--- src/rtl/mult_issue_pkg.sv ---
// Shared types for the multiplier issue stage: FSM states, buffer entry, counter width.
package mult_issue_pkg;

    localparam int unsigned CNT_W = 16;
    // Entry fields are sized for the widest supported operand; narrower
    // instances zero-extend on push and truncate on read.
    localparam int unsigned MAX_W = 32;

    typedef enum logic [1:0] {
        IDLE    = 2'd0,
        START   = 2'd1,
        WAIT_LO = 2'd2,
        WAIT_HI = 2'd3
    } state_t;

    typedef struct packed {
        logic [MAX_W-1:0] mplr;
        logic [MAX_W-1:0] mplr_t;
        logic [MAX_W-1:0] mcnd;
        logic [MAX_W-1:0] mcnd_t;
        logic             ctl_t;
    } entry_t;

endpackage

--- src/rtl/mult_issue_fifo.sv ---
// Operand buffer: DEPTH-entry FIFO with per-entry control-taint tracking.
module mult_issue_fifo
    import mult_issue_pkg::*;
#(
    parameter int unsigned DEPTH = 2
) (
    input  logic   clk,
    input  logic   rst,
    input  logic   push,
    input  logic   pop,
    input  entry_t wdata,
    output entry_t head,
    output logic   empty,
    output logic   full_nxt,
    output logic   taint_nxt
);

    localparam int unsigned PTR_W = $clog2(DEPTH);
    localparam int unsigned CNT_FW = PTR_W + 1;

    entry_t              mem [DEPTH];
    logic [PTR_W-1:0]    wr_ptr;
    logic [PTR_W-1:0]    rd_ptr;
    logic [CNT_FW-1:0]   count;
    logic [CNT_FW-1:0]   count_nxt;
    logic [DEPTH-1:0]    taint_q;
    logic [DEPTH-1:0]    taint_d;

    // Occupancy and per-slot taint after this cycle's push/pop.
    // Push and pop never hit the same slot: that needs an empty or full buffer.
    always_comb begin
        count_nxt = count + CNT_FW'(push) - CNT_FW'(pop);
        taint_d   = taint_q;
        if (push) taint_d[wr_ptr] = wdata.ctl_t;
        if (pop)  taint_d[rd_ptr] = 1'b0;
    end

    // Pointers wrap naturally because DEPTH is a power of two.
    always_ff @(posedge clk) begin
        if (rst) begin
            wr_ptr  <= '0;
            rd_ptr  <= '0;
            count   <= '0;
            taint_q <= '0;
        end else begin
            if (push) wr_ptr <= wr_ptr + PTR_W'(1);
            if (pop)  rd_ptr <= rd_ptr + PTR_W'(1);
            count   <= count_nxt;
            taint_q <= taint_d;
        end
    end

    // Entry storage; contents of empty slots are never observed.
    always_ff @(posedge clk) begin
        if (push) mem[wr_ptr] <= wdata;
    end

    assign head      = mem[rd_ptr];
    assign empty     = (count == '0);
    assign full_nxt  = (count_nxt == CNT_FW'(DEPTH));
    assign taint_nxt = |taint_d;

endmodule

--- src/rtl/mult_issue_tainttrack.sv ---
// Buffers operand pairs and issues them one at a time to a multiplier,
// propagating taint alongside data and control.
// Optional macro MULT_ISSUE_CNT_EN enables the 16-bit completed-operation counter.
module mult_issue_tainttrack
    import mult_issue_pkg::*;
#(
    parameter int unsigned WIDTH = 8,
    parameter int unsigned DEPTH = 2
) (
    input  logic             clk,
    input  logic             rst,
    input  logic             in_valid,
    input  logic             in_valid_t,
    input  logic [WIDTH-1:0] in_mplr,
    input  logic [WIDTH-1:0] in_mplr_t,
    input  logic [WIDTH-1:0] in_mcnd,
    input  logic [WIDTH-1:0] in_mcnd_t,
    output logic             in_ready,
    output logic             in_ready_t,
    output logic             start,
    output logic             start_t,
    output logic [WIDTH-1:0] multiplier,
    output logic [WIDTH-1:0] multiplier_t,
    output logic [WIDTH-1:0] multiplicand,
    output logic [WIDTH-1:0] multiplicand_t,
    input  logic             productDone,
    input  logic             productDone_t,
    output logic             busy,
    output logic [CNT_W-1:0] issue_cnt
);

    state_t state;
    entry_t wdata;
    entry_t head;
    logic   empty;
    logic   full_nxt;
    logic   taint_nxt;
    logic   push;
    logic   pop;
    logic   done_t;
    logic   done_t_nxt;
    logic   unused_hi;

    assign push = in_valid && in_ready;
    assign pop  = (state == WAIT_HI) && productDone;

    // Pack the offered operands into a buffer entry.
    always_comb begin
        wdata.mplr   = MAX_W'(in_mplr);
        wdata.mplr_t = MAX_W'(in_mplr_t);
        wdata.mcnd   = MAX_W'(in_mcnd);
        wdata.mcnd_t = MAX_W'(in_mcnd_t);
        wdata.ctl_t  = in_valid_t;
    end

    mult_issue_fifo #(
        .DEPTH (DEPTH)
    ) u_fifo (
        .clk       (clk),
        .rst       (rst),
        .push      (push),
        .pop       (pop),
        .wdata     (wdata),
        .head      (head),
        .empty     (empty),
        .full_nxt  (full_nxt),
        .taint_nxt (taint_nxt)
    );

    // Sticky completion taint: set while waiting on the multiplier, cleared on pop.
    always_comb begin
        done_t_nxt = done_t;
        if (((state == WAIT_LO) || (state == WAIT_HI)) && productDone_t) done_t_nxt = 1'b1;
        if (pop) done_t_nxt = 1'b0;
    end

    // Issue FSM with registered start/start_t/busy.
    always_ff @(posedge clk) begin
        if (rst) begin
            state   <= IDLE;
            start   <= 1'b0;
            start_t <= 1'b0;
            busy    <= 1'b0;
        end else begin
            start   <= 1'b0;
            start_t <= 1'b0;
            case (state)
                IDLE: begin
                    if (!empty) begin
                        state   <= START;
                        start   <= 1'b1;
                        start_t <= head.ctl_t;
                        busy    <= 1'b1;
                    end
                end
                START: begin
                    state <= WAIT_LO;
                end
                WAIT_LO: begin
                    // A done level left over from the previous op must drop first.
                    if (!productDone) state <= WAIT_HI;
                end
                WAIT_HI: begin
                    if (productDone) begin
                        state <= IDLE;
                        busy  <= 1'b0;
                    end
                end
                default: begin
                    state <= IDLE;
                    busy  <= 1'b0;
                end
            endcase
        end
    end

    // Operand outputs track the buffer head; zero while the buffer is empty.
    always_ff @(posedge clk) begin
        if (rst || empty) begin
            multiplier     <= '0;
            multiplier_t   <= '0;
            multiplicand   <= '0;
            multiplicand_t <= '0;
        end else begin
            multiplier     <= WIDTH'(head.mplr);
            multiplier_t   <= WIDTH'(head.mplr_t);
            multiplicand   <= WIDTH'(head.mcnd);
            multiplicand_t <= WIDTH'(head.mcnd_t);
        end
    end

    // Ready and its taint are registered from next-cycle buffer state.
    always_ff @(posedge clk) begin
        if (rst) begin
            in_ready   <= 1'b1;
            in_ready_t <= 1'b0;
            done_t     <= 1'b0;
        end else begin
            in_ready   <= !full_nxt;
            in_ready_t <= taint_nxt | done_t_nxt;
            done_t     <= done_t_nxt;
        end
    end

`ifdef MULT_ISSUE_CNT_EN
    // Completed-operation counter, wraps at 16 bits.
    always_ff @(posedge clk) begin
        if (rst)      issue_cnt <= '0;
        else if (pop) issue_cnt <= issue_cnt + CNT_W'(1);
    end
`else
    assign issue_cnt = '0;
`endif

    // Entry bits above WIDTH are always zero and intentionally unused.
    assign unused_hi = ^{head.mplr, head.mplr_t, head.mcnd, head.mcnd_t};

endmodule
--- config.mk ---
export PLATFORM = sky130hd
export DESIGN_NAME = mult_issue_tainttrack
export DESIGN_NICKNAME = d
export VERILOG_FILES = /design/src/rtl/mult_issue_pkg.sv /design/src/rtl/mult_issue_fifo.sv /design/src/rtl/mult_issue_tainttrack.sv
export SDC_FILE = /design/constraint.sdc
export NUM_CORES = 1
export LEC_CHECK = 0
export CORE_AREA = 2 2 89 91
export DETAILED_ROUTE_END_ITERATION = 12
export DIE_AREA = 0 0 91 93
export GPL_TIMING_DRIVEN = 0
export PLACE_DENSITY = 0.83
export SLEW_MARGIN = 5
export SYNTH_ARGS = -nofsm -noshare
export SYNTH_HDL_FRONTEND = slang
export SYNTH_SLANG_ARGS = --single-unit
--- constraint.sdc ---
create_clock -name clk -period 2.9 [get_ports clk]
set_clock_uncertainty 0.05 [all_clocks]
set_input_delay 0.58 -clock clk [delete_from_list [all_inputs] [get_ports clk]]
set_output_delay 0.58 -clock clk [all_outputs]
set_load 0.1 [all_outputs]
# After elaboration in Yosys (flattened, before gate mapping)
# Memory sizes are Yosys's and may differ from the RTL's. A register that Yosys moved wholly into a read port is not among the register bits.
# Index checks and enable logic that the tools add are counted.
[totals] regBits=46 mem_bits_rw=66 input_bits=38 word_cells=72 n_memories=1
[mem_list] name="u_fifo.mem" depth=2 word_bits=33 read_ports=1 rd_clocked_by_memory_dff=1 write_ports=1 line_no="mult_issue_fifo.sv:21" rtl="entry_t mem [DEPTH];"
[classes] add_sub_neg=4 n_lt_le_gt_ge=4 n_eq_ne=7 muxes=21 bitwise_logic=4 n_reduce_logical=16
[op_table] cell="2-to-1 mux 1 bit" count=11
[op_table] cell="2-to-1 mux 2 bit" count=5
[op_table] cell="one-hot mux 2 bit (4 select lines)" count=1
[op_table] cell="equality test 2 bit (second input constant)" count=3
[op_table] cell="!= test 2 bit (second input constant)" count=3
[op_table] cell="AND reduction 3 bit" count=2
[op_table] cell="logical AND 1 bit" count=5
[op_table] cell="logical NOT 2 bit" count=2
[op_table] cell="less-than comparator 1 x 2 -> 1 bit (second input constant)" count=2
[op_table] cell="OR reduction 2 bit" count=2
[op_table] cell="OR reduction 3 bit" count=1
[op_table] cell="adder 1 bit (second input constant)" count=2
[op_table] cell="adder 2 x 1 -> 2 bit" count=1
[op_table] cell="bitwise AND 2 bit" count=1
[op_table] cell="bitwise mux 2 bit" count=1
[op_table] cell="demux 1 bit (select 1 bit)" count=2
[op_table] cell="equality test 2 x 1 -> 1 bit (second input constant)" count=1
[op_table] cell=">= comparator 1 bit (second input constant)" count=2
[op_table] cell="logical OR 1 bit" count=2
[op_table] cell="NOT 2 bit" count=1
[op_table] cell="one-hot mux 1 bit (2 select lines)" count=1
[op_table] cell="nonzero test 2 bit" count=1
[op_table] cell="subtractor 2 x 1 -> 2 bit" count=1
[op_table] cell="logical NOT 1 bit" count=1
[op_table] cell="other kinds (2)" count=2

# Logic depth before layout (Yosys ltp)
# Gate-level depths: netlist of the first run.
[depth] ltp_word=10 ltp_mapped=7

# Modules after synthesis
# Synthesis of the first run repeated with hierarchy kept, for this count alone.
[hier_totals] hier_cells=554 hier_area_um2=10978.0
[modules_own_cells] mod="mult_issue_fifo" n_inst=1 cells_per_inst=434 area_per_inst_um2=9651.8
[modules_own_cells] mod="mult_issue_tainttrack" n_inst=1 cells_per_inst=120 area_per_inst_um2=1326.3

# Worst setup path before layout of the first run
# Ideal clock, no wire load.
[synth_path] path_type="register to register" startpoint="register in_ready" endpoint="register in_ready_t" setup_time_ns=0.114 arrival_ns=2.543 required_time_ns=2.736 setup_slack_ns=0.193 path_stages_with_launch=5 path_buffers=0 synth_period_minus_slack_ns=2.707 cell_sequence="dfxtp_1 > and3_1 > mux2i_1 > o21ai_0 > a21o_1"
[synth_via] elab_chain_len=6
[synth_rtl] item="start, declared" line_no="mult_issue_tainttrack.sv:18" rtl="output logic in_ready,"
[synth_rtl] item="start signal, assigned" line_no="mult_issue_tainttrack.sv:139" rtl="in_ready <= !full_nxt;"
[synth_rtl] item="logical AND 1 bit (*)" line_no="mult_issue_tainttrack.sv:44" rtl="assign push = in_valid && in_ready;"
[synth_rtl] item="2-to-1 mux 2 bit (*)" line_no="mult_issue_fifo.sv:34" rtl="if (push) taint_d[wr_ptr] = wdata.ctl_t;"
[synth_rtl] item="bitwise AND 2 bit (no line)"
[synth_rtl] item="2-to-1 mux 2 bit (*)" line_no="mult_issue_fifo.sv:35" rtl="if (pop) taint_d[rd_ptr] = 1'b0;"
[synth_rtl] item="OR reduction 2 bit (*)" line_no="mult_issue_fifo.sv:61" rtl="assign taint_nxt = |taint_d;"
[synth_rtl] item="OR 1 bit (*)" line_no="mult_issue_tainttrack.sv:140" rtl="in_ready_t <= taint_nxt | done_t_nxt;"
[synth_rtl] item="end signal, assigned" line_no="mult_issue_tainttrack.sv:140"
[synth_rtl] item="end, declared" line_no="mult_issue_tainttrack.sv:19" rtl="output logic in_ready_t,"
# Every way passes the cells marked *; elsewhere a longest branch is shown, timed or not.
# A chain may end at the register's enable or synchronous reset.

# Worst setup path after layout of the first run
[layout_path] startpoint="register in_ready" endpoint="output port in_ready"
# No word-level cell between the ends.

==> impl_metrics.csv, run 1 <==
group,metric,value,unit
yosys,ys_async_sr_fraction,0,%
timing,slew_headroom,19.47,%
min_path,holdPathEnd,"u_fifo.wr_ptr$_SDFFE_PP0N_",
setup_path,required,2270,ps
pwr,ir_drop,0.7272,mV
route,via_per_inst,4.633,
clocking,ctsHoldBuffers,0,
yosys,ys_ff_latch,113,
floorplan,die_w,91,um
placement,dpl.cell_count,448,
pwr,p_int,3.364,mW
clocking,cts_buffers,17,
min_path,min_delay_path_depth,2,
placement,dp_hpwl,4.232,mm
route,drt_iter0_markers,65,
global_routing,antenna_found_initial,0,
clocking,clkLatencyLatePin,500,ps
route,via_count,2224,
timing,drv_slew,0,
yosys,synthFlopType,"edfxtp_1",
floorplan,fp.dieH,93,um
setup_path,endpoint_kind,"primary output",
setup_path,reg2reg_depth,2,
final_layout,layout.nets,407,
setup_path,r2r-start,"u_fifo.wr_ptr$_SDFFE_PP0N_",
final_layout,nFillCells,527,
floorplan,core_area,7527,sq um
pwr,p_leak,1.985,nW
floorplan,initial_core_util,51.81,%
setup_path,critPathKind,"flip-flop to primary output",
pwr,combPwrFrac,25.7,%
setup_path,reg2reg_setup_slack,760,ps
setup_path,max_stage_delay,1140,ps
route,routed_wl,6.646,mm
final_layout,diodes,0,
yosys,yosysWarnings,0,
setup_path,crit_path_start_kind,"flip-flop",
timing,max_freq,0.3791,GHz
yosys,synth_cell_types,30,
global_routing,grt_pass1_wl,10.79,mm
pwr,seq_power_share,39.2,%
clocking,cts_tree,"yes",
timing,period_share,90.95,%
pwr,clockPowerShare,35.2,%
setup_path,cp_slowest_cell,"clkdlybuf4s50_1",
floorplan,dieArea,8463,sq um
floorplan,top_level_ports,91,
pwr,power.total,5.047,mW
timing,hold_viol,0,
route,first_pass_iters,4,
final_layout,drive_gt1_share,14.81,%
global_routing,overflow,0,
yosys,yosysSeqAreaShare,74.94,%
setup_path,cp-startpoint,"in_ready$_SDFF_PP1_",
pwr,swShare,33.36,%
global_routing,grt_pass1_vias,2317,
clocking,post-cts-setup-buffers,0,
run,max-cap-violations,0,
clocking,cts.path.max_buffers,2,
clocking,clk_pin_slew,50,ps
placement,port_buffers,74,
clocking,htreeDepth,4,
route,detail-route-antenna-nets,0,
yosys,syn_area_per_cell,15.18,sq um
yosys,syn_area,3900,sq um
yosys,synthCells,257,
final_layout,fin_cells,480,
setup_path,cp_max_fo,4,
setup_path,cp_top_family,"buffers and inverters",
global_routing,grt_usage,16.99,%
placement,routabilityCongestion,0.7596,
final_layout,final_util,70.99,%
timing,period_needed,2638,ps
setup_path,reg2reg_to,"u_fifo.mem[0][11]$_DFFE_PP_",
yosys,synth_edf_count,66,
timing,finalSetupViolCount,0,
pwr,powerDensity,944.5,nW/um^2
global_routing,grt_max_degree,35,
timing,rsz0062_at_grt,"no",
min_path,min_from,"u_fifo.wr_ptr$_SDFFE_PP0N_",
final_layout,syn_to_final_growth,37.02,%
floorplan,num_rows,32,
setup_path,critPathBufInv,1,
clocking,ctsResizeCount,0,
route,drc,0,
outcome,outcome,"completed",
clocking,tritoncts_num_sinks,113,
setup_path,worst_ep_arrival_time,2010,ps
route,post_drt_wl_per_cell,13.85,um
min_path,min_path_type,"flip-flop to flip-flop",
setup_path,cp_cell_sequence,"clkdlybuf4s50_1",
clocking,clockRootBuffer,"clkbuf_8",
pwr,p_switching,1.684,mW
timing,tightest_slew,1201,ps
[layout by cell type, fill, tap and decap left out, types with 4 or more instances in the layout]
master and count:
buf_2 5, buf_4 16, clkbuf_16 16, clkdlybuf4s50_1 74
clkinv_2 7, conb_1 16, dfxtp_1 47, edfxtp_1 66
ha_1 4, inv_1 6, mux2i_1 36, nor2_1 41
nor3_1 4
[metal layers]
layer	routed length (um)	global-route usage, %	up-vias
met2	3440	29.63	68
li1	-	-	1090
met3	409	6.044	12
met4	92	8.333	0
met5	0	0	-
met1	2703	18.44	1054
[power groups by stage]
stage | Combinational (mW) | Sequential, mW | Clock (mW)
5_1_grt | 1.37 | 2.00 | 1.88
3_5_place_dp | 1.30 | 2.01 | 0
3_3_place_gp | 1.28 | 2.00 | 0
2_1_floorplan | 0.424 | 2.57 | 0
4_1_cts | 1.31 | 1.98 | 1.82
6_report | 1.30 | 1.98 | 1.77
[layout make-up]
type,count,area [sq um],share of cell area (%)
Multi-Input combinational cell,127,825.8,15.45
Timing Repair Buffer,74,740.7,13.86
Buffer,25,182.7,3.418
Inverter,7,26.28,0.4917
Clock buffer,19,421.7,7.890
Tap cell,102,127.6,2.388
Sequential cell,113,2923,54.69
Clock inverter,13,96.34,1.803
[state kept, by name, indices dropped and copies added, names as in the netlist, named ones only]
register,flops
state,2
multiplicand,8
u_fifo.rd_ptr,1
in_ready_t,1
u_fifo.mem,66
start,1
done_t,1
u_fifo.wr_ptr,1
multiplicand_t,8
busy,1
multiplier_t,8
u_fifo.taint_q,2
start_t,1
multiplier,8
in_ready,1
u_fifo.count,2
[Yosys cell counts (all sizes together) (2+ instances only)]
cell	instances	area share (%)
edfxtp	66	51
dfxtp	47	24
nor2	42	4.1
mux2i	36	9.2
buf	24	4.6
inv	7	0.67
ha	4	1.3
nor3	4	0.51
a21oi	3	0.38
nand2	3	0.35
o21ai	3	0.38
a221oi	2	0.61
nor2b	2	0.32
xnor2	2	0.45
xor2	2	0.45
[cells by family (layout without fill, tap and decap cells)]
| logic type | count (synthesis) | after routing | share of synthesized area (%) |
|---|---|---|---|
| buf+inv | 32 | 138 | 5.358 |
| xor+xnor | 4 | 4 | 0.8985 |
| flops | 113 | 113 | 74.94 |
| mux | 36 | 36 | 9.240 |
| simple gates | 55 | 55 | 5.968 |
| fa+ha+maj | 4 | 4 | 1.283 |
| other cells | 1 | 16 | 0.09615 |
| compound gates | 12 | 12 | 2.214 |
[how the worst max path moves through the flow]
stage	to	slack, ps	depth (start not counted)
after floorplan	in_ready_t$_SDFF_PP0_	190	4
final	in_ready	260	1
after CTS	in_ready	230	1
after detailed placement	u_fifo.mem[0][32]$_DFFE_PP_	210	3
after global placement	in_ready_t$_SDFF_PP0_	-290	5
after global routing	in_ready	210	1
[through the flow]
step / worst slack [ps] / area [sq um] / TNS (ps) / hold slack (ps)
5_1_grt: 210.0 / 5344 / 0 / 441.8
3_5_place_dp: 207.7 / 4826 / 0 / 408.1
2_1_floorplan: 193.2 / 3956 / 0 / 385.4
6_report: 262.5 / 5344 / 0 / 409.5
3_3_place_gp: -286.8 / 4825 / -432.9 / 399.8
4_1_cts: 226.4 / 5344 / 0 / 415.6
(Power assumes the default switching activity.)
==> run 2: changes to the inputs <==
PLACE_DENSITY = 0.87   (was 0.83)
==> impl_metrics.csv, run 2 (synthesis gave the netlist of run 1 again) <==
group,metric,value,unit
setup_path,cp-startpoint,"in_ready$_SDFF_PP1_",
timing,drv_slew,0,
min_path,min_path_type,"flip-flop to flip-flop",
timing,tightest_slew,1216,ps
route,via_count,2188,
final_layout,syn_to_final_growth,38.15,%
setup_path,cp_slowest_cell,"clkdlybuf4s50_1",
clocking,cts_buffers,17,
final_layout,drive_gt1_share,15.34,%
setup_path,worst_ep_arrival_time,2000,ps
final_layout,layout_commonest_cell,"clkdlybuf4s50_1",
setup_path,reg2reg_setup_slack,730,ps
placement,routabilityCongestion,0.8196,
final_layout,final_cell_mix,"clkdlybuf4s50_1 (74), edfxtp_1 (66), dfxtp_1 (47), nor2_1 (41), mux2i_1 (36)",
global_routing,grt_pass1_wl,10.33,mm
route,via_per_inst,4.558,
setup_path,crit_path_start_kind,"flip-flop",
placement,port_buffers,74,
setup_path,critPathBufInv,1,
timing,hold_viol,0,
pwr,p_leak,2.003,nW
setup_path,reg2reg_depth,2,
floorplan,top_level_ports,91,
final_layout,layout.nets,407,
setup_path,cp_cell_sequence,"clkdlybuf4s50_1",
timing,finalSetupViolCount,0,
final_layout,stdcell_area,5388,sq um
route,drc,0,
placement,place_area,4826,sq um
pwr,powerDensity,962.1,nW/um^2
floorplan,die_w,91,um
clocking,cts_tree,"yes",
clocking,ctsHoldBuffers,0,
setup_path,max_stage_delay,1140,ps
floorplan,fp.dieH,93,um
timing,tns,0,ps
run,max-cap-violations,0,
clocking,clk_pin_slew,60,ps
final_layout,regMostFlops,"u_fifo.mem",
floorplan,dieArea,8463,sq um
floorplan,initial_core_util,51.81,%
setup_path,r2r-start,"u_fifo.wr_ptr$_SDFFE_PP0N_",
clocking,tritoncts_num_sinks,113,
floorplan,core_area,7527,sq um
final_layout,largest_reg_flops,66,
clocking,post-cts-setup-buffers,0,
setup_path,required,2270,ps
pwr,seq_power_share,38.2,%
global_routing,grt_pass1_vias,2208,
setup_path,cp_top_family,"buffers and inverters",
global_routing,grt_usage,16.22,%
setup_path,cp-endpoint,"in_ready",
timing,slew_headroom,18.41,%
timing,layout_setup_ws,269.2,ps
route,post_drt_wl_per_cell,13.48,um
pwr,p_int,3.506,mW
pwr,combPwrFrac,25.0,%
floorplan,num_rows,32,
final_layout,area.sequential,2923,sq um
final_layout,diodes,0,
timing,rsz0062_at_grt,"no",
global_routing,antenna_found_initial,0,
clocking,ctsResizeCount,0,
setup_path,cp_max_fo,4,
placement,dp_hpwl,4.376,mm
pwr,ir_drop,0.7615,mV
pwr,p_switching,1.678,mW
pwr,clockPowerShare,36.8,%
route,detail-route-antenna-nets,0,
route,routed_wl,6.470,mm
timing,period_share,90.72,%
clocking,htreeDepth,4,
clocking,clockRootBuffer,"clkbuf_8",
route,drt_iter0_markers,83,
setup_path,endpoint_kind,"primary output",
global_routing,grt_max_degree,35,
global_routing,overflow,0,
setup_path,crit_cells,1,
timing,max_freq,0.3801,GHz
setup_path,critPathKind,"flip-flop to primary output",
pwr,swShare,32.37,%
clocking,cts.path.max_buffers,2,
clocking,clkLatencyLatePin,490,ps
timing,period_needed,2631,ps
setup_path,reg2reg_to,"u_fifo.mem[0][14]$_DFFE_PP_",
outcome,outcome,"completed",
final_layout,multi_input_area,825.8,sq um
placement,place_ws,179.8,ps
route,first_pass_iters,4,
final_layout,nFillCells,508,
==> run 2: changes by cell type in the layout (fill, tap and decap cells not counted) <==
cell        delta
clkinv_1       -2
clkinvlp_4     +1
clkinv_4       -1
clkinv_2       -1
clkbuf_8       +2
bufinv_16      +1
==> run 2: final cells by class <==
class	count	area share [%]
tap	102	2.369
sequential	113	54.25
buffer	25	3.391
multi-input combinational	127	15.33
clock buffer	21	8.337
timing repair buffer	74	13.75
inverter	7	0.4877
clock inverter	11	2.090
==> run 2: through the flow <==
step	cells	utilization (%)	hold slack, ps	total power, mW
floorplan	272	-	385.4	2.996
global placement	448	64.10	396.9	3.276
detailed placement	448	64.11	413.9	3.305
CTS	480	71.58	421.6	5.211
global route	480	71.58	450.0	5.377
finish	480	71.58	419.8	5.183
==> run 2: power groups by stage <==
stage / registers (mW) / clock network [mW] / logic, mW
after floorplan: 2.57 / 0 / 0.424
after global placement: 2.00 / 0 / 1.28
after detailed placement: 2.01 / 0 / 1.29
after CTS: 1.98 / 1.93 / 1.30
after global routing: 2.00 / 2.02 / 1.36
final: 1.98 / 1.91 / 1.30
==> run 2: per-layer routing <==
metal | track usage [%] | up-vias | part of all wire (%)
li1 | - | 1092 | -
met1 | 17.63 | 1035 | 41
met2 | 28.58 | 55 | 54
met3 | 5.077 | 6 | 4.4
met4 | 8.333 | 0 | 0.97
met5 | 0 | - | 0
==> run 2: worst min path at each step <==
stage                               startpoint  cells after the start  slack (ps)                         end
floorplan                    done_t$_SDFF_PP0_                      2         390           done_t$_SDFF_PP0_
global placement    u_fifo.wr_ptr$_SDFFE_PP0N_                      2         400  u_fifo.wr_ptr$_SDFFE_PP0N_
detailed placement  u_fifo.wr_ptr$_SDFFE_PP0N_                      2         410  u_fifo.wr_ptr$_SDFFE_PP0N_
CTS                 u_fifo.wr_ptr$_SDFFE_PP0N_                      2         420  u_fifo.wr_ptr$_SDFFE_PP0N_
global route                 done_t$_SDFF_PP0_                      2         450           done_t$_SDFF_PP0_
finish              u_fifo.wr_ptr$_SDFFE_PP0N_                      2         420  u_fifo.wr_ptr$_SDFFE_PP0N_
==> run 3: changes to the inputs <==
GPL_TIMING_DRIVEN = default   (was 0)
==> impl_metrics.csv, run 3 (synthesis gave the netlist of run 1 again) <==
group,metric,value,unit
timing,hold_viol,0,
pwr,ir_drop,0.6405,mV
setup_path,worst_ep_arrival_time,2300,ps
setup_path,cp-startpoint,"productDone",
timing,tns,0,ps
floorplan,dieArea,8463,sq um
setup_path,crit_path_frequent_cell,"xnor2_1",
final_layout,nFillCells,546,
setup_path,critPathBufInv,1,
setup_path,critPathKind,"primary input to flip-flop",
route,detail-route-antenna-nets,0,
timing,slew_headroom,27.80,%
floorplan,num_rows,32,
pwr,powerDensity,996.8,nW/um^2
global_routing,grt_pass1_vias,2224,
setup_path,crit_cells,7,
setup_path,max_stage_delay,630,ps
setup_path,endpoint_kind,"flip-flop",
floorplan,core_area,7527,sq um
placement,place_area,4602,sq um
clocking,cts.path.max_buffers,2,
clocking,cts_buffers,17,
setup_path,crit_path_start_kind,"primary input",
run,max-cap-violations,0,
setup_path,cp-endpoint,"in_ready$_SDFF_PP1_",
clocking,tritoncts_num_sinks,113,
setup_path,cp_cell_sequence,"clkdlybuf4s50_1 > nand2_2 > xnor2_1 > ha_1 > xor2_1 > xnor2_1 > or3_1",
outcome,outcome,"completed",
setup_path,reg2reg_to,"in_ready$_SDFF_PP1_",
clocking,ctsHoldBuffers,0,
placement,place_ws,416.2,ps
clocking,htreeDepth,4,
route,routed_wl,6.538,mm
route,drc,0,
final_layout,stdcell_area,5171,sq um
final_layout,regMostFlops,"u_fifo.mem",
placement,routabilityCongestion,0.7599,
placement,port_buffers,74,
timing,period_share,68.23,%
setup_path,cp_slowest_cell,"clkdlybuf4s50_1",
final_layout,diodes,0,
pwr,power.total,5.155,mW
clocking,clockRootBuffer,"clkbuf_8",
global_routing,grt_pass1_wl,10.36,mm
route,via_count,2138,
final_layout,syn_to_final_growth,32.60,%
floorplan,initial_core_util,51.81,%
setup_path,cp_max_fo,7,
floorplan,top_level_ports,91,
route,post_drt_wl_per_cell,14.21,um
min_path,min_path_type,"flip-flop to flip-flop",
clocking,ctsResizeCount,0,
setup_path,reg2reg_setup_slack,930,ps
timing,max_freq,0.5054,GHz
final_layout,largest_reg_flops,66,
final_layout,layout.nets,387,
final_layout,drive_gt1_share,21.79,%
timing,rsz0062_at_grt,"no",
timing,tightest_slew,1083,ps
floorplan,fp.dieH,93,um
timing,holdWs,415.9,ps
global_routing,overflow,0,
pwr,p_leak,1.961,nW
route,drt_iter0_markers,104,
final_layout,layout_commonest_cell,"edfxtp_1",
route,via_per_inst,4.648,
min_path,min_delay_path_depth,2,
clocking,cts_tree,"yes",
timing,drv_slew,0,
min_path,min_from,"u_fifo.wr_ptr$_SDFFE_PP0N_",
global_routing,grt_max_degree,34,
route,first_pass_iters,4,
clocking,post-cts-setup-buffers,0,
timing,period_needed,1979,ps
clocking,clk_pin_slew,50,ps
setup_path,cp_top_family,"buffers and inverters",
global_routing,antenna_found_initial,0,
timing,layout_setup_ws,921.2,ps
setup_path,required,3220,ps
placement,dp_hpwl,4.260,mm
floorplan,die_w,91,um
global_routing,grt_usage,16.42,%
final_layout,final_cell_mix,"edfxtp_1 (66), dfxtp_1 (46), nor2_1 (41), buf_4 (41), clkdlybuf4s50_1 (37)",
setup_path,reg2reg_depth,7,
clocking,clkLatencyLatePin,490,ps
timing,finalSetupViolCount,0,
setup_path,r2r-start,"state[1]$_SDFFE_PP0P_",
[run 3: cell types whose count changed in the layout (fill, tap and decap cells not counted), moves of 2 or more]
cell             delta
clkdlybuf4s50_1    -37
buf_4              +25
buf_2               -5
buf_6               -3
clkinv_2            -3
clkinvlp_4          +3
clkbuf_1            -2
[run 3: tightest hold or removal path: stages (launching register included)]
cell	delay [ps]
dfxtp_1	310
nand2_1	50
a21oi_1	50
[run 3: metal layers]
layer / GRT usage [%] / up-vias / part of all wire [%]
met5: 0 / - / 0
met4: 6.566 / 0 / 0.64
met3: 6.446 / 6 / 6.1
met2: 30.37 / 69 / 55
met1: 16.48 / 1013 / 38
li1: - / 1050 / -
[run 3: through the flow]
step                util (%)  instances
global placement       61.14        428
global route           68.70        460
CTS                    68.70        460
floorplan                  -        272
finish                 68.70        460
detailed placement     61.14        428
[run 3: worst min-delay path by stage]
stage,end,slack [ps]
after detailed placement,u_fifo.wr_ptr$_SDFFE_PP0N_,410
final,u_fifo.wr_ptr$_SDFFE_PP0N_,420
after global placement,u_fifo.wr_ptr$_SDFFE_PP0N_,400
after CTS,u_fifo.wr_ptr$_SDFFE_PP0N_,420
after floorplan,done_t$_SDFF_PP0_,390
after global routing,u_fifo.wr_ptr$_SDFFE_PP0N_,440
[run 3: power by group]
group	switching [mW]	total, mW	internal [mW]
registers	0.0903	2.00	1.91
clock network	0.689	1.93	1.24
logic	0.931	1.23	0.298
[run 3: final cells by class]
type | instances | area, sq um | share of cell area, %
flip-flops and latches | 113 | 2924 | 56.54
multi-input cells | 127 | 825.8 | 15.97
repair buffers | 79 | 698.2 | 13.50
clock buffers | 19 | 431.7 | 8.347
clock inverters | 13 | 137.6 | 2.662
well taps | 102 | 127.6 | 2.468
inverters | 7 | 26.28 | 0.5081
